**src/rtl/load_store_unit_if.sv**
```systemverilog
// load_store_unit_if: core request/response and data-memory port bundle for the load/store unit.
interface load_store_unit_if;
  logic        req_valid;
  logic        req_ready;
  logic        req_we;
  logic [2:0]  req_funct3;
  logic [31:0] req_addr;
  logic [31:0] req_wdata;
  logic        rsp_valid;
  logic [31:0] rsp_rdata;
  logic        rsp_err;
  logic        ctl_mem_re;
  logic        ctl_mem_we;
  logic [31:0] mem_addr;
  logic [31:0] mem_wdata;
  logic [31:0] mem_rdata;
  modport master (
    output req_valid, req_we, req_funct3, req_addr, req_wdata, mem_rdata,
    input  req_ready, rsp_valid, rsp_rdata, rsp_err, ctl_mem_re, ctl_mem_we, mem_addr, mem_wdata
  );
  modport slave (
    input  req_valid, req_we, req_funct3, req_addr, req_wdata, mem_rdata,
    output req_ready, rsp_valid, rsp_rdata, rsp_err, ctl_mem_re, ctl_mem_we, mem_addr, mem_wdata
  );
endinterface

```
**src/rtl/load_store_unit.sv**
```systemverilog
// load_store_unit: one-at-a-time RISC-V load/store engine; sub-word stores use read-modify-write
// because the data memory only writes whole words.
module load_store_unit #(
  parameter int ADDR_LIMIT = 512
) (
  input  logic               clk,
  input  logic               rst_n,
  load_store_unit_if.slave   bus
);
  typedef enum logic [2:0] {IDLE, READ, WAIT, WRITE, RESP} state_t;
  state_t      state;
  logic        we_q;
  logic [2:0]  f3_q;
  logic [1:0]  lane_q;
  logic [31:0] wd_q;
  logic        illegal;
  logic        misaligned;
  logic        out_of_range;
  logic        err;
  logic [15:0] sh;
  logic [31:0] ld;
  logic [31:0] mask;
  logic [31:0] merged;
  always_comb begin
    illegal      = (bus.req_funct3[1:0] == 2'b11) | (bus.req_funct3[2] & (bus.req_we | bus.req_funct3[1]));
    misaligned   = (bus.req_funct3[0] & bus.req_addr[0]) | (bus.req_funct3[1] & |bus.req_addr[1:0]);
    out_of_range = {2'b00, bus.req_addr[31:2]} >= 32'(ADDR_LIMIT / 4);
    err          = illegal | misaligned | out_of_range;
    // low 16 bits of the word after shifting the addressed lane down to lane 0
    sh     = 16'(bus.mem_rdata >> {lane_q, 3'b000});
    ld     = f3_q[1] ? bus.mem_rdata :
             f3_q[0] ? {(f3_q[2] ? 16'h0000 : {16{sh[15]}}), sh} :
                       {(f3_q[2] ? 24'h000000 : {24{sh[7]}}), sh[7:0]};
    mask   = (f3_q[0] ? 32'h0000_ffff : 32'h0000_00ff) << {lane_q, 3'b000};
    merged = (bus.mem_rdata & ~mask) | ((wd_q << {lane_q, 3'b000}) & mask);
  end
  always_ff @(posedge clk or negedge rst_n) begin
    if (!rst_n) begin
      state          <= IDLE;
      we_q           <= 1'b0;
      f3_q           <= 3'b000;
      lane_q         <= 2'b00;
      wd_q           <= 32'h0;
      bus.req_ready  <= 1'b1;
      bus.rsp_valid  <= 1'b0;
      bus.rsp_rdata  <= 32'h0;
      bus.rsp_err    <= 1'b0;
      bus.ctl_mem_re <= 1'b0;
      bus.ctl_mem_we <= 1'b0;
      bus.mem_addr   <= 32'h0;
      bus.mem_wdata  <= 32'h0;
    end else begin
      case (state)
        IDLE: if (bus.req_valid) begin
          we_q          <= bus.req_we;
          f3_q          <= bus.req_funct3;
          lane_q        <= bus.req_addr[1:0];
          wd_q          <= bus.req_wdata;
          bus.mem_addr  <= {bus.req_addr[31:2], 2'b00};
          bus.req_ready <= 1'b0;
          if (err) begin
            state         <= RESP;
            bus.rsp_valid <= 1'b1;
            bus.rsp_err   <= 1'b1;
            bus.rsp_rdata <= 32'h0;
          end else if (bus.req_we && bus.req_funct3 == 3'b010) begin
            state          <= WRITE;
            bus.ctl_mem_we <= 1'b1;
            bus.mem_wdata  <= bus.req_wdata;
          end else begin
            state          <= READ;
            bus.ctl_mem_re <= 1'b1;
          end
        end
        READ: begin
          state          <= WAIT;
          bus.ctl_mem_re <= 1'b0;
        end
        WAIT: if (we_q) begin
          state          <= WRITE;
          bus.mem_wdata  <= merged;
          bus.ctl_mem_we <= 1'b1;
        end else begin
          state         <= RESP;
          bus.rsp_valid <= 1'b1;
          bus.rsp_rdata <= ld;
          bus.rsp_err   <= 1'b0;
        end
        WRITE: begin
          state          <= RESP;
          bus.ctl_mem_we <= 1'b0;
          bus.rsp_valid  <= 1'b1;
          bus.rsp_rdata  <= 32'h0;
          bus.rsp_err    <= 1'b0;
        end
        RESP: begin
          state         <= IDLE;
          bus.rsp_valid <= 1'b0;
          bus.req_ready <= 1'b1;
        end
        default: state <= IDLE;
      endcase
    end
  end
endmodule

```
**src/flat_wrapper.sv**
```systemverilog
// flat-port wrapper written by rule: the top's interface ports become plain ports
module load_store_unit_flat 
#(
  parameter int ADDR_LIMIT = 512
)
  (clk, rst_n, bus_req_valid, bus_req_we, bus_req_funct3, bus_req_addr, bus_req_wdata, bus_mem_rdata, bus_req_ready, bus_rsp_valid, bus_rsp_rdata, bus_rsp_err, bus_ctl_mem_re, bus_ctl_mem_we, bus_mem_addr, bus_mem_wdata);
  load_store_unit_if bus_i ();
  input  logic clk;
  input  logic rst_n;
  input wire logic [$bits(bus_i.req_valid)-1:0] bus_req_valid;
  input wire logic [$bits(bus_i.req_we)-1:0] bus_req_we;
  input wire logic [$bits(bus_i.req_funct3)-1:0] bus_req_funct3;
  input wire logic [$bits(bus_i.req_addr)-1:0] bus_req_addr;
  input wire logic [$bits(bus_i.req_wdata)-1:0] bus_req_wdata;
  input wire logic [$bits(bus_i.mem_rdata)-1:0] bus_mem_rdata;
  output wire logic [$bits(bus_i.req_ready)-1:0] bus_req_ready;
  output wire logic [$bits(bus_i.rsp_valid)-1:0] bus_rsp_valid;
  output wire logic [$bits(bus_i.rsp_rdata)-1:0] bus_rsp_rdata;
  output wire logic [$bits(bus_i.rsp_err)-1:0] bus_rsp_err;
  output wire logic [$bits(bus_i.ctl_mem_re)-1:0] bus_ctl_mem_re;
  output wire logic [$bits(bus_i.ctl_mem_we)-1:0] bus_ctl_mem_we;
  output wire logic [$bits(bus_i.mem_addr)-1:0] bus_mem_addr;
  output wire logic [$bits(bus_i.mem_wdata)-1:0] bus_mem_wdata;
  assign bus_i.req_valid = bus_req_valid;
  assign bus_i.req_we = bus_req_we;
  assign bus_i.req_funct3 = bus_req_funct3;
  assign bus_i.req_addr = bus_req_addr;
  assign bus_i.req_wdata = bus_req_wdata;
  assign bus_i.mem_rdata = bus_mem_rdata;
  assign bus_req_ready = bus_i.req_ready;
  assign bus_rsp_valid = bus_i.rsp_valid;
  assign bus_rsp_rdata = bus_i.rsp_rdata;
  assign bus_rsp_err = bus_i.rsp_err;
  assign bus_ctl_mem_re = bus_i.ctl_mem_re;
  assign bus_ctl_mem_we = bus_i.ctl_mem_we;
  assign bus_mem_addr = bus_i.mem_addr;
  assign bus_mem_wdata = bus_i.mem_wdata;
  load_store_unit #(.ADDR_LIMIT(ADDR_LIMIT)) u_core (.clk(clk), .rst_n(rst_n), .bus(bus_i));
endmodule
```
**config.mk**
```make
export PLATFORM = sky130hd
export DESIGN_NAME = load_store_unit_flat
export DESIGN_NICKNAME = d
export VERILOG_FILES = /design/src/rtl/load_store_unit_if.sv /design/src/rtl/load_store_unit.sv /design/src/flat_wrapper.sv
export SDC_FILE = /design/constraint.sdc
export NUM_CORES = 1
export LEC_CHECK = 0
export ABC_AREA = 1
export ABC_CLOCK_PERIOD_IN_PS = 4400
export BUFFER_PORTS_ARGS = -buffer_cell sky130_fd_sc_hd__buf_2
export CAP_MARGIN = 20
export CORE_UTILIZATION = 45
export DETAILED_ROUTE_END_ITERATION = 7
export GPL_TIMING_DRIVEN = 1
export HOLD_SLACK_MARGIN = 0.03
export PLACE_DENSITY = 0.73
export REMOVE_ABC_BUFFERS = 1
export SYNTH_ARGS = -nofsm -noshare
export SYNTH_HDL_FRONTEND = slang
export SYNTH_SLANG_ARGS = --single-unit
```
**constraint.sdc**
```tcl
create_clock -name clk -period 4.4 [get_ports clk]
set_clock_uncertainty 0.05 [all_clocks]
set_input_delay 0.22 -clock clk [delete_from_list [all_inputs] [get_ports clk]]
set_output_delay 0.22 -clock clk [all_outputs]
set_load 0.01 [all_outputs]
```
==> metrics.md, run 1 <==
| Metric | Value |
|---|---|
| Fraction of layout cells with a size suffix above 1 | `0.235` |
| Buffers plus inverters on the worst setup path | `1` |
| Overflow after GRT | `0` |
| Die X-Extent | `124 um` |
| Clock-pin slew of the registers on the worst-case setup and hold paths | `60 ps` |
| Met1 layer usage reported by global route | `0.364` |
| Wire per inst | `15.6 um` |
| Setup violations, final | `0` |
| Met3 capacity usage during global routing | `0.0872` |
| First-pass GRT wire length | `33100 um` |
| Aggregate routed wire length | `20700 um` |
| PostCTS Resize Cnt | `0` |
| Overall routing resource usage | `0.287` |
| Sum of negative setup slack | `0 ps` |
| Violation count after the first detailed-routing iteration | `524` |
| Count of buffers from port buffering | `201` |
| Post-synthesis cell area | `0.00665 mm2` |
| Vias in the first global route | `6620` |
| RSZ-0062 raised after global routing | `no` |
| Mean Syn Cell Area | `7.31 um2` |
| CP startpoint kind | `register` |
| Worst hold-check path type | `in -> reg` |
| TritonCTS buffer count | `17` |
| Highest achievable clock rate | `386 MHz` |
| Largest net degree at the start of global routing | `73` |
| Cells after synthesis | `909` |
| Number of enable flip-flop cells after synthesis | `0` |
| Flops & latches, synth | `127` |
| Vias per Instance | `5.24` |
| Hold Fails Final Rpt | `0` |
| Critical Path, Cell by Cell | `nor2_4 -> nand2_2 -> nor2_1 -> nor3_1 -> nand2_2 -> buf_4 -> nand2_1 -> o21ai_1` |
| Cts hold-fix bufs | `54` |
| Maximum buffer depth of the clock tree | `2` |
| Worst rel slew slack | `0.315` |
| Yosys top cell by area | `dfrtp_1` |
| Share of Yosys cell area claimed by the top area cell type | `0.474` |
| Post-detailed-placement half-perimeter wirelength | `14200 um` |
| Iteration count of the initial detailed-routing pass | `5` |
| Maxcap violations | `0` |
| Signed area change from the synthesized netlist to the final layout | `32.2%` |
| CTS Root Buffer Type | `clkbuf_16` |
| Effective utilization at floorplan | `0.459` |
| Highest-utilization routing layer at the global route stage | `met2` |
| ANT nets after route | `0` |
| Clock sinks | `127` |
| Total die area | `0.0153 mm2` |
| Slew Viols, Final | `0` |
| Power per unit of standard cell area | `717 mW/mm2` |
| TritonCTS clock tree | `done` |
| Number of synthesis warnings | `0` |
| Postcts setup bufs | `0` |
| Number of top-level pins | `204` |
| Maximum fanout along the worst path | `35` |
| Data required time of the worst path | `4700 ps` |
| Post-synth cell types | `31` |
| Antenna violations before repair | `2` |
| Sequential share of the synthesized area | `0.478` |
| Crit path arrival time | `2890 ps` |
| Reg2reg setup slack | `1810 ps` |
| Cell with the largest stage delay on the worst path | `nand2_2` |
| Summed area of non-filler cells in the final layout | `0.00879 mm2` |
| Flip-flop cell with the highest count after synthesis | `dfrtp_1` |
| Die outline height | `124 um` |
| Dominant cell type by count on the critical path | `nand2_2` |
| Placed cell area | `0.00765 mm2` |
| H-tree levels | `4` |
| Total number of vias | `6978` |
| Final weighted congestion in routability-driven placement | `0.913` |
| Outcome | `completed` |
| Static power due to leakage | `0.00466 uW` |
| Cell class contributing the biggest share of worst-path delay | `simple AND/OR/NAND/NOR gates` |
| Clock period minus worst slack | `2590 ps` |
| Part of the cycle the worst path needs | `0.589` |
| Core ar. | `0.0145 mm2` |
| Post-route DRC violation count | `0` |
| Grt met2 use | `0.460` |
| Number of placement rows | `44` |
| Fraction of synthesis flops using an asynchronous set or reset pin | `1.00` |
| Insertion delay of the later-clocked pin in the worst-skew pair | `430 ps` |
| Worst slew pin tran | `1030 ps` |
| Type of element capturing the critical path | `register` |
| Final Net Count | `1236` |
| Category of the most critical setup path | `reg -> reg` |
| Worst stage delay on the critical path | `480 ps` |
| Biggest area contributors in the synthesized netlist | `dfrtp_1 (47%), nand2_1 (20%), o21ai_0 (8.8%)` |
| Peak ir drop on the vdd network | `0.338 mV` |
[where the power goes]
part	internal [uW]	switching (uW)
Sequential	1680	348
Clock	922	504
Combinational	929	1920
Total	3530	2780
[synthesized netlist by cell type, types with 7 or more instances]
cell,n
inv_1,45
inv_2,7
a21oi_1,57
nand2_1,363
nand3_1,35
clkbuf_1,27
o21ai_2,13
buf_2,19
dfrtp_1,126
o21ai_1,29
o21ai_0,117
nor2_1,34
[state kept, by name, summed over array words and instances, names as in the netlist]
register,flops
u_core.bus.mem_wdata,32
u_core.bus.rsp_rdata,32
u_core.bus.mem_addr,30
u_core.wd_q,19
u_core.f3_q,3
u_core.state,3
u_core.lane_q,2
u_core.bus.ctl_mem_re,1
u_core.bus.ctl_mem_we,1
u_core.bus.req_ready,1
u_core.bus.rsp_err,1
u_core.bus.rsp_valid,1
u_core.we_q,1
[worst reg2reg max path, cell delays in order (launching register included)]
cell	delay, ps
dfrtp_1	450
nor2_4	190
nand2_2	320
nor2_1	240
nor3_1	100
nand2_2	480
buf_4	460
nand2_1	120
o21ai_1	100
[cells in the final DEF (no fill, tap or decap), types with 3 or more instances in the layout]
master         Yosys  final
o21ai_2           13     13
o22ai_1            3      3
clkbuf_8           0      6
a21oi_1           57     57
clkinv_2           0      3
nor2_1            34     34
inv_1             45     45
buf_4              4      6
dfrtp_1          126    126
buf_2             19    200
clkbuf_16          0     17
o21ai_0          117    117
inv_2              7      7
o21ai_1           29     29
nand2_1          363    362
nand3_1           35     35
clkbuf_1          27      4
dlygate4sd3_1      0     54
nand2_2            5      6
nor2_4             2      3
[area by class of cell]
| type | instances | area (um2) |
|---|---|---|
| clock inverter | 5 | 75.1 |
| clock buffer | 27 | 523 |
| antenna | 1 | 2.50 |
| tap | 184 | 230 |
| sequential | 127 | 3180 |
| inverter | 53 | 199 |
| fill | 1308 | 5690 |
| multi-input combinational | 674 | 3000 |
| timing repair buffer | 260 | 1590 |
[path summary, 6_finish.rpt]
check,startpoint,to,cells after the start
min in group asynchronous,rst_n,u_core.bus.mem_wdata[22]$_DFFE_PN0P_,2
max in group asynchronous,rst_n,u_core.bus.mem_addr[9]$_DFFE_PN0P_,3
setup / recovery,u_core.state[2]$_DFFE_PN0N_,u_core.bus.mem_wdata[2]$_DFFE_PN0P_,8
hold reg to reg,u_core.bus.ctl_mem_we$_DFFE_PN0P_,u_core.bus.ctl_mem_we$_DFFE_PN0P_,2
hold / removal,bus_req_addr[26],u_core.bus.mem_addr[26]$_DFFE_PN0P_,3
setup reg to reg,u_core.state[2]$_DFFE_PN0N_,u_core.bus.mem_wdata[2]$_DFFE_PN0P_,8
[cells by family after synthesis]
family,count (synthesis),synth area share
AND/OR/NAND/NOR,448,0.268
AO/OA/AOI/OAI,224,0.180
flip-flops,127,0.478
buffers and inverters,109,0.0730
other,1,0.000564
[layer usage]
metal,vias to the layer above,routed length (um)
li1,3384,-
met1,3225,8890
met2,325,9640
met3,42,1720
met4,2,472
met5,-,12
[stage by stage]
| step | power, uW | hold WS [ps] | std cells | setup slack (ps) | util |
|---|---|---|---|---|---|
| floorplan | 3790 | -126 | 854 | 1490 | - |
| global placement | 4770 | 310 | 1244 | 1860 | 0.528 |
| detailed placement | 4830 | 316 | 1244 | 1840 | 0.528 |
| CTS | 6310 | 39.2 | 1330 | 1810 | 0.607 |
| global route | 6840 | 79.5 | 1330 | 1590 | 0.607 |
| finish | 6300 | 61.2 | 1331 | 1810 | 0.607 |
Note: power is estimated with default switching activity, not from simulation.
==> run 2: changes to the inputs <==
--- a/config.mk
+++ b/config.mk
@@ -5,15 +5,15 @@
 export SDC_FILE = /design/constraint.sdc
 export NUM_CORES = 1
 export LEC_CHECK = 0
-export ABC_AREA = 1
-export ABC_CLOCK_PERIOD_IN_PS = 4400
+export ABC_AREA = 0
+export ABC_CLOCK_PERIOD_IN_PS = 2500
 export BUFFER_PORTS_ARGS = -buffer_cell sky130_fd_sc_hd__buf_2
 export CAP_MARGIN = 20
 export CORE_UTILIZATION = 45
 export DETAILED_ROUTE_END_ITERATION = 7
 export GPL_TIMING_DRIVEN = 1
 export HOLD_SLACK_MARGIN = 0.03
-export PLACE_DENSITY = 0.73
+export PLACE_DENSITY = 0.74
 export REMOVE_ABC_BUFFERS = 1
 export SYNTH_ARGS = -nofsm -noshare
 export SYNTH_HDL_FRONTEND = slang
==> constraint.sdc (replaced) <==
create_clock -name clk -period 2.5 [get_ports clk]
set_clock_uncertainty 0.05 [all_clocks]
set_input_delay 0.125 -clock clk [delete_from_list [all_inputs] [get_ports clk]]
set_output_delay 0.125 -clock clk [all_outputs]
set_load 0.01 [all_outputs]
==> metrics.md, run 2 <==
| Metric | Value |
|---|---|
| Registers with the most flip-flops | `u_core.bus.mem_wdata: 32 flops, u_core.bus.rsp_rdata: 32 flops, u_core.bus.mem_addr: 30 flops (unchanged)` |
| Vias per Instance | `5.58 (was 5.24)` |
| Aggregate routed wire length | `21100 um (was 20700 um)` |
| Simple-gate share of the synthesized area | `0.118 (was 0.268)` |
| Post-detailed-placement half-perimeter wirelength | `13900 um (was 14200 um)` |
| Post-synthesis cell area | `0.00630 mm2 (was 0.00665 mm2)` |
| Number of synthesis warnings | `0 (unchanged)` |
| Vias in the first global route | `6262 (was 6620)` |
| TritonCTS buffer count | `17 (unchanged)` |
| Overflow after GRT | `0 (unchanged)` |
| Cell with the largest stage delay on the worst path | `o311ai_4 (was nand2_2)` |
| Commonest non-fill, non-tap cells in the layout | `buf_2 (200), dfrtp_1 (122), dlygate4sd3_1 (86), nor2_1 (72), nand2_1 (66) (was nand2_1 (362), buf_2 (200), dfrtp_1 (126), o21ai_0 (117), a21oi_1 (57))` |
| Sequential share of the synthesized area | `0.493 (was 0.478)` |
| Maxcap violations | `0 (unchanged)` |
| Wire per inst | `19.4 um (was 15.6 um)` |
| Data required time of the worst path | `2730 ps (was 4700 ps)` |
| Setup violations, final | `0 (unchanged)` |
| Worst stage delay on the critical path | `550 ps (was 480 ps)` |
| Crit path arrival time | `2590 ps (was 2890 ps)` |
| Maximum buffer depth of the clock tree | `2 (unchanged)` |
| Antenna violations before repair | `0 (was 2)` |
| Static power due to leakage | `0.00439 uW (was 0.00466 uW)` |
| Placed cell area | `0.00754 mm2 (was 0.00765 mm2)` |
| Postcts setup bufs | `0 (unchanged)` |
| Peak ir drop on the vdd network | `0.477 mV (was 0.338 mV)` |
| Flops & latches, synth | `124 (was 127)` |
| Most numerous cell in the Yosys netlist | `dfrtp_1 (was nand2_1)` |
| XOR/XNOR share of the synthesized area | `0 (unchanged)` |
| Cell class contributing the biggest share of worst-path delay | `buffers and inverters (was simple AND/OR/NAND/NOR gates)` |
| Type of element capturing the critical path | `register (unchanged)` |
| Mean Syn Cell Area | `10.3 um2 (was 7.31 um2)` |
| Synthesized-area fraction occupied by adder cells | `0 (unchanged)` |
| RSZ-0062 raised after global routing | `no (unchanged)` |
| Most common library cell in the layout ignoring fill and taps | `buf_2 (was nand2_1)` |
| Total die area | `0.0145 mm2 (was 0.0153 mm2)` |
| Maximum fanout along the worst path | `34 (was 35)` |
| Iteration count of the initial detailed-routing pass | `5 (unchanged)` |
| Number of placement rows | `42 (was 44)` |
| Number of enable flip-flop cells after synthesis | `0 (unchanged)` |
| Overall routing resource usage | `0.303 (was 0.287)` |
| Worst hold-check path type | `in -> reg (unchanged)` |
| Post-route DRC violation count | `0 (unchanged)` |
| Filler Cell Count | `1025 (was 1308)` |
| CP startpoint kind | `input pin (was register)` |
| Worst slew pin tran | `998 ps (was 1030 ps)` |
| Number of top-level pins | `204 (unchanged)` |
| Hold Fails Final Rpt | `0 (unchanged)` |
| H-tree levels | `4 (unchanged)` |
| Fraction of synthesis flops using an asynchronous set or reset pin | `1.00 (unchanged)` |
| Core ar. | `0.0135 mm2 (was 0.0145 mm2)` |
| Diodes inserted | `0 (was 1)` |
| Signed area change from the synthesized netlist to the final layout | `42.2% (was 32.2%)` |
| Most frequent cells after synthesis | `dfrtp_1 (123), nor2_1 (72), nand2_1 (66) (was nand2_1 (363), dfrtp_1 (126), o21ai_0 (117))` |
| CTS Root Buffer Type | `clkbuf_16 (unchanged)` |
| Sum of negative setup slack | `0 ps (unchanged)` |
| Total number of vias | `6059 (was 6978)` |
| Pre-CTS setup slack | `254 ps (was 1840 ps)` |
| Clock period minus worst slack | `2360 ps` |
| Final worst hold slack | `37.7 ps (was 61.2 ps)` |
| Critical Path, Cell by Cell | `dlygate4sd3_1 -> buf_2 -> nor4_1 -> nand4_1 -> o311ai_4 -> inv_4 -> nor2_1 -> a31oi_1 (was nor2_4 -> nand2_2 -> nor2_1 -> nor3_1 -> nand2_2 -> buf_4 -> nand2_1 -> o21ai_1)` |
| Main combinational cell family by area after synthesis | `multiplexers (was simple AND/OR/NAND/NOR gates)` |
| Biggest area contributors in the synthesized netlist | `dfrtp_1 (49%), mux2_2 (9.7%), mux2_4 (4.5%) (was dfrtp_1 (47%), nand2_1 (20%), o21ai_0 (8.8%))` |
| Outcome | `completed (unchanged)` |
| Final weighted congestion in routability-driven placement | `0.868 (was 0.913)` |
| Violation count after the first detailed-routing iteration | `497 (was 524)` |
| Post-synth cell types | `48 (was 31)` |
| Slew Viols, Final | `0 (unchanged)` |
| TritonCTS clock tree | `done (unchanged)` |
| Post-synthesis mux area share | `0.185 (was 0)` |
| Yosys top cell by area | `dfrtp_1 (unchanged)` |
| Effective utilization at floorplan | `0.468 (was 0.459)` |
| First-pass GRT wire length | `33300 um (was 33100 um)` |
| Final setup slack of the worst path | `137 ps (was 1810 ps)` |
| Power per unit of standard cell area | `650 mW/mm2 (was 717 mW/mm2)` |
| ANT nets after route | `0 (unchanged)` |
| Highest achievable clock rate | `423 MHz` |
| Category of the most critical setup path | `in -> reg (was reg -> reg)` |
| Count of buffers from port buffering | `201 (unchanged)` |
| Final Net Count | `1000 (was 1236)` |
| Die outline height | `120 um (was 124 um)` |
| Die X-Extent | `120 um (was 124 um)` |
| Share of Yosys cell area claimed by the top area cell type | `0.488 (was 0.474)` |
| Largest net degree at the start of global routing | `48 (was 73)` |
| Reg2reg setup slack | `230 ps (was 1810 ps)` |
| Clock-pin slew of the registers on the worst-case setup and hold paths | `50 ps (was 60 ps)` |
| Summed area of non-filler cells in the final layout | `0.00896 mm2 (was 0.00879 mm2)` |
| Clock sinks | `124 (was 127)` |
| Buffers plus inverters on the worst setup path | `3 (was 1)` |
| Post-synthesis compound-gate area fraction | `0.158 (was 0.180)` |
| Flip-flop cell with the highest count after synthesis | `dfrtp_1 (unchanged)` |
| Insertion delay of the later-clocked pin in the worst-skew pair | `410 ps (was 430 ps)` |
| Cells after synthesis | `610 (was 909)` |
| Fraction of layout cells with a size suffix above 1 | `0.372 (was 0.235)` |
| Worst rel slew slack | `0.334 (was 0.315)` |
| Part of the cycle the worst path needs | `0.945` |
| Pwr Total | `5820 uW (was 6300 uW)` |
[run 2: cell types whose count changed after synthesis, moves of 9 or more]
cell and change:
a22oi_1 +9, mux2_4 +19, o21ai_1 -27, o21ai_0 -85
nand2_1 -297, mux2i_1 +25, inv_1 -25, mux2_2 +54
a31oi_1 +25, nor2_1 +38, o21ai_2 -12, a21oi_1 -25
nand3_1 -32
[run 2: worst min-delay path: cells and delay by family]
family          cells  cell delay (ps)
buf+inv             1               90
compound gates      2              250
[run 2: report_power, final]
part           total, uW  leakage, uW  switching [uW]  internal (uW)
logic               1160      0.00259             631            526
registers           2320      0.00153             143           2170
clock network       2350     0.000277             846           1500
[run 2: worst paths after layout]
kind	from	end	depth (start not counted)
setup reg to reg	u_core.lane_q[0]$_DFFE_PN0P_	u_core.bus.mem_wdata[20]$_DFFE_PN0P_	6
hold / removal	bus_mem_rdata[0]	u_core.bus.rsp_rdata[0]$_DFFE_PN0P_	3
min in group asynchronous	rst_n	u_core.bus.mem_wdata[27]$_DFFE_PN0P_	2
max in group asynchronous	rst_n	u_core.bus.req_ready$_DFFE_PN1P_	3
setup / recovery	bus_req_addr[22]	u_core.bus.rsp_rdata[28]$_DFFE_PN0P_	8
hold reg to reg	u_core.bus.req_ready$_DFFE_PN1P_	u_core.bus.req_ready$_DFFE_PN1P_	2
[run 2: timing repair]
action	CTS	global route
hold endpoints to repair	129	0
resized for setup	0	2
hold buffers	86	0
endpoints found under the setup margin	0	17
[run 2: metal layers]
layer / global-route usage / vias to the layer above / part of all wire
met1: 0.378 / 2921 / 0.41
met4: 0.102 / 0 / 0.017
met2: 0.504 / 336 / 0.49
met5: 0 / - / 0
met3: 0.0863 / 40 / 0.087
li1: - / 2762 / -
[run 2: layout make-up]
type / instances / area [um2] / area share
flip-flops and latches: 124 / 3110 / 0.347
multi-input cells: 422 / 2940 / 0.328
repair buffers: 310 / 2050 / 0.229
clock buffers: 23 / 468 / 0.0522
well taps: 176 / 220 / 0.0246
clock inverters: 8 / 92.6 / 0.0103
inverters: 22 / 85.1 / 0.00949
[run 2: per-stage QoR]
stage	std cells	util
2_1_floorplan	568	-
3_3_place_gp	968	0.560
3_5_place_dp	968	0.560
4_1_cts	1085	0.666
5_1_grt	1085	0.666
6_report	1085	0.666
[run 2: cells by family (layout without fill, tap and decap cells)]
logic type	after synthesis	in the layout
multiplexers	99	99
buffers and inverters	65	363
other	1	2
AND/OR/NAND/NOR	171	171
AO/OA/AOI/OAI	150	150
flip-flops	124	124
==> run 3: changes to the inputs <==
--- a/config.mk
+++ b/config.mk
@@ -6,14 +6,14 @@
 export NUM_CORES = 1
 export LEC_CHECK = 0
 export ABC_AREA = 0
-export ABC_CLOCK_PERIOD_IN_PS = 2500
+export ABC_CLOCK_PERIOD_IN_PS = 2100
 export BUFFER_PORTS_ARGS = -buffer_cell sky130_fd_sc_hd__buf_2
 export CAP_MARGIN = 20
 export CORE_UTILIZATION = 45
 export DETAILED_ROUTE_END_ITERATION = 7
 export GPL_TIMING_DRIVEN = 1
 export HOLD_SLACK_MARGIN = 0.03
-export PLACE_DENSITY = 0.74
+export PLACE_DENSITY = 0.77
 export REMOVE_ABC_BUFFERS = 1
 export SYNTH_ARGS = -nofsm -noshare
 export SYNTH_HDL_FRONTEND = slang
==> constraint.sdc (replaced) <==
create_clock -name clk -period 2.1 [get_ports clk]
set_clock_uncertainty 0.05 [all_clocks]
set_input_delay 0.105 -clock clk [delete_from_list [all_inputs] [get_ports clk]]
set_output_delay 0.105 -clock clk [all_outputs]
set_load 0.01 [all_outputs]
==> metrics.md, run 3 (synthesis results as in run 2) <==
| Metric | Value |
|---|---|
| Maximum fanout along the worst path | `8 (was 34)` |
| Data required time of the worst path | `2410 ps (was 2730 ps)` |
| Pwr Total | `7370 uW (was 5820 uW)` |
| Wire per inst | `19.3 um (was 19.4 um)` |
| Outcome | `completed (unchanged)` |
| Worst hold-check path type | `in -> reg (unchanged)` |
| Most common library cell in the layout ignoring fill and taps | `buf_2 (unchanged)` |
| Aggregate routed wire length | `21400 um (was 21100 um)` |
| Power per unit of standard cell area | `782 mW/mm2 (was 650 mW/mm2)` |
| Overall routing resource usage | `0.298 (was 0.303)` |
| Post-detailed-placement half-perimeter wirelength | `13500 um (was 13900 um)` |
| CTS Root Buffer Type | `clkbuf_16 (unchanged)` |
| Vias in the first global route | `6289 (was 6262)` |
| Count of buffers from port buffering | `201 (unchanged)` |
| Worst rel slew slack | `0.363 (was 0.334)` |
| Terminus of the critical flop-to-flop path | `u_core.bus.mem_wdata[14]$_DFFE_PN0P_ (was u_core.bus.mem_wdata[20]$_DFFE_PN0P_)` |
| Sequential Area | `0.00311 mm2 (unchanged)` |
| Overflow after GRT | `0 (unchanged)` |
| Signed area change from the synthesized netlist to the final layout | `49.6% (was 42.2%)` |
| Worst Setup EP | `u_core.bus.mem_wdata[14]$_DFFE_PN0P_ (was u_core.bus.rsp_rdata[28]$_DFFE_PN0P_)` |
| Total number of vias | `6176 (was 6059)` |
| TritonCTS buffer count | `17 (unchanged)` |
| Slew Viols, Final | `0 (unchanged)` |
| Die X-Extent | `120 um (unchanged)` |
| Core ar. | `0.0135 mm2 (unchanged)` |
| H-tree levels | `4 (unchanged)` |
| Iteration count of the initial detailed-routing pass | `5 (unchanged)` |
| Hold Fails Final Rpt | `0 (unchanged)` |
| Registers with the most flip-flops | `u_core.bus.mem_wdata: 32 flops, u_core.bus.rsp_rdata: 32 flops, u_core.bus.mem_addr: 30 flops (unchanged)` |
| First-pass GRT wire length | `32700 um (was 33300 um)` |
| Effective utilization at floorplan | `0.468 (unchanged)` |
| Total die area | `0.0145 mm2 (unchanged)` |
| Fraction of layout cells with a size suffix above 1 | `0.391 (was 0.372)` |
| Post-route DRC violation count | `0 (unchanged)` |
| Maxcap violations | `0 (unchanged)` |
| Largest net degree at the start of global routing | `45 (was 48)` |
| Crit path arrival time | `2410 ps (was 2590 ps)` |
| TritonCTS clock tree | `done (unchanged)` |
| Clock period minus worst slack | `2100 ps` |
| Worst Setup SP | `u_core.f3_q[0]$_DFFE_PN0P_ (was bus_req_addr[22])` |
| Antenna violations before repair | `0 (unchanged)` |
| Clock sinks | `124 (unchanged)` |
| Vias per Instance | `5.56 (was 5.58)` |
| Final worst hold slack | `45.1 ps (was 37.7 ps)` |
| Worst slew pin tran | `949 ps (was 998 ps)` |
| Insertion delay of the later-clocked pin in the worst-skew pair | `420 ps (was 410 ps)` |
| RSZ-0062 raised after global routing | `yes (was no)` |
| Reg2reg setup slack | `4 ps (was 230 ps)` |
| Static power due to leakage | `0.00463 uW (was 0.00439 uW)` |
| Filler Cell Count | `989 (was 1025)` |
| Die outline height | `120 um (unchanged)` |
| CP startpoint kind | `register (was input pin)` |
| Number of placement rows | `42 (unchanged)` |
| Category of the most critical setup path | `reg -> reg (was in -> reg)` |
| Clock-pin slew of the registers on the worst-case setup and hold paths | `50 ps (about the same)` |
| Placed instance count | `978 (was 968)` |
| Diodes inserted | `0 (unchanged)` |
| Violation count after the first detailed-routing iteration | `520 (was 497)` |
| Peak ir drop on the vdd network | `0.740 mV (was 0.477 mV)` |
| ANT nets after route | `0 (unchanged)` |
| Number of cells on the worst hold path | `4 (was 3)` |
| Final Net Count | `1025 (was 1000)` |
| Number of top-level pins | `204 (unchanged)` |
| Maximum buffer depth of the clock tree | `2 (unchanged)` |
| Highest achievable clock rate | `477 MHz` |
| Part of the cycle the worst path needs | `0.998` |
| Reg-to-Reg Start | `u_core.f3_q[0]$_DFFE_PN0P_ (was u_core.lane_q[0]$_DFFE_PN0P_)` |
| Multi-input gate area in the final layout | `0.00299 mm2 (was 0.00294 mm2)` |
| Commonest non-fill, non-tap cells in the layout | `buf_2 (199), dfrtp_1 (122), dlygate4sd3_1 (91), nor2_1 (72), nand2_1 (66) (was buf_2 (200), dfrtp_1 (122), dlygate4sd3_1 (86), nor2_1 (72), nand2_1 (66))` |
| Cell depth of the worst flop-to-flop path | `5 (was 6)` |
| Setup violations, final | `0 (unchanged)` |
| Final std cells w/o fill | `1110 (was 1085)` |
| Type of element capturing the critical path | `register (unchanged)` |
| Final weighted congestion in routability-driven placement | `0.825 (was 0.868)` |
==> run 3: cell types whose count changed in the layout (fill, tap and decap cells not counted), moves of 2 or more <==
cell,delta
buf_12,+6
clkbuf_1,-2
bufinv_16,+3
clkbuf_8,+4
o41ai_1,-2
buf_4,+12
nor3_2,+2
dlygate4sd3_1,+5
clkinv_2,-3
nor3_1,-2
==> run 3: through the flow <==
stage	util	worst slack, ps	TNS [ps]	instance area, um2
floorplan	-	-2330	-132550	6100
global placement	0.572	66.1	0	7690
detailed placement	0.572	-11.1	-35.6	7690
CTS	0.689	16.0	0	9270
global route	0.701	-4.15	-10.9	9430
finish	0.701	3.84	0	9430
==> run 3: worst min-delay path by stage <==
stage                       from                              endpoint  slack (ps)
2_1_floorplan              rst_n     u_core.bus.ctl_mem_re$_DFFE_PN0P_        -240
3_3_place_gp               rst_n  u_core.bus.mem_wdata[29]$_DFFE_PN0P_          90
3_5_place_dp               rst_n  u_core.bus.mem_wdata[29]$_DFFE_PN0P_          90
4_1_cts        bus_req_wdata[24]  u_core.bus.mem_wdata[24]$_DFFE_PN0P_          30
5_1_grt        bus_req_wdata[24]  u_core.bus.mem_wdata[24]$_DFFE_PN0P_          50
6_report       bus_req_wdata[24]  u_core.bus.mem_wdata[24]$_DFFE_PN0P_          50
==> run 3: critical path, cell delays in order (launching register included) <==
cell and delay (ps):
dfrtp_1 430, buf_4 180, o21ai_1 750, nand2_1 200
a31oi_1 260, mux2_4 170
==> run 3: routing by layer <==
| metal | global-route usage | share of wire |
|---|---|---|
| met5 | 0 | 0 |
| met4 | 0.108 | 0.024 |
| met3 | 0.0698 | 0.082 |
| met2 | 0.510 | 0.49 |
| met1 | 0.365 | 0.40 |
==> run 3: layout make-up <==
cell class | instances | area share
Clock buffer | 25 | 0.0547
Clock inverter | 6 | 0.0138
Inverter | 22 | 0.0115
Multi-Input combinational cell | 422 | 0.317
Sequential cell | 124 | 0.329
Tap cell | 176 | 0.0234
Timing Repair Buffer | 335 | 0.250
==> run 3: timing repair <==
item	in CTS	in global routing
buffers inserted	0	9
setup endpoints to repair	2	46
hold endpoints to repair	130	0
hold buffers	92	0
cloned	0	1
pin swaps	0	5
gates resized for setup	2	14
==> run 3: power by group <==
part | switching, uW | leakage [uW] | total [uW] | internal [uW]
Sequential | 149 | 0.00153 | 2740 | 2590
Combinational | 779 | 0.00278 | 1450 | 672
Clock | 1020 | 0.000319 | 3180 | 2170
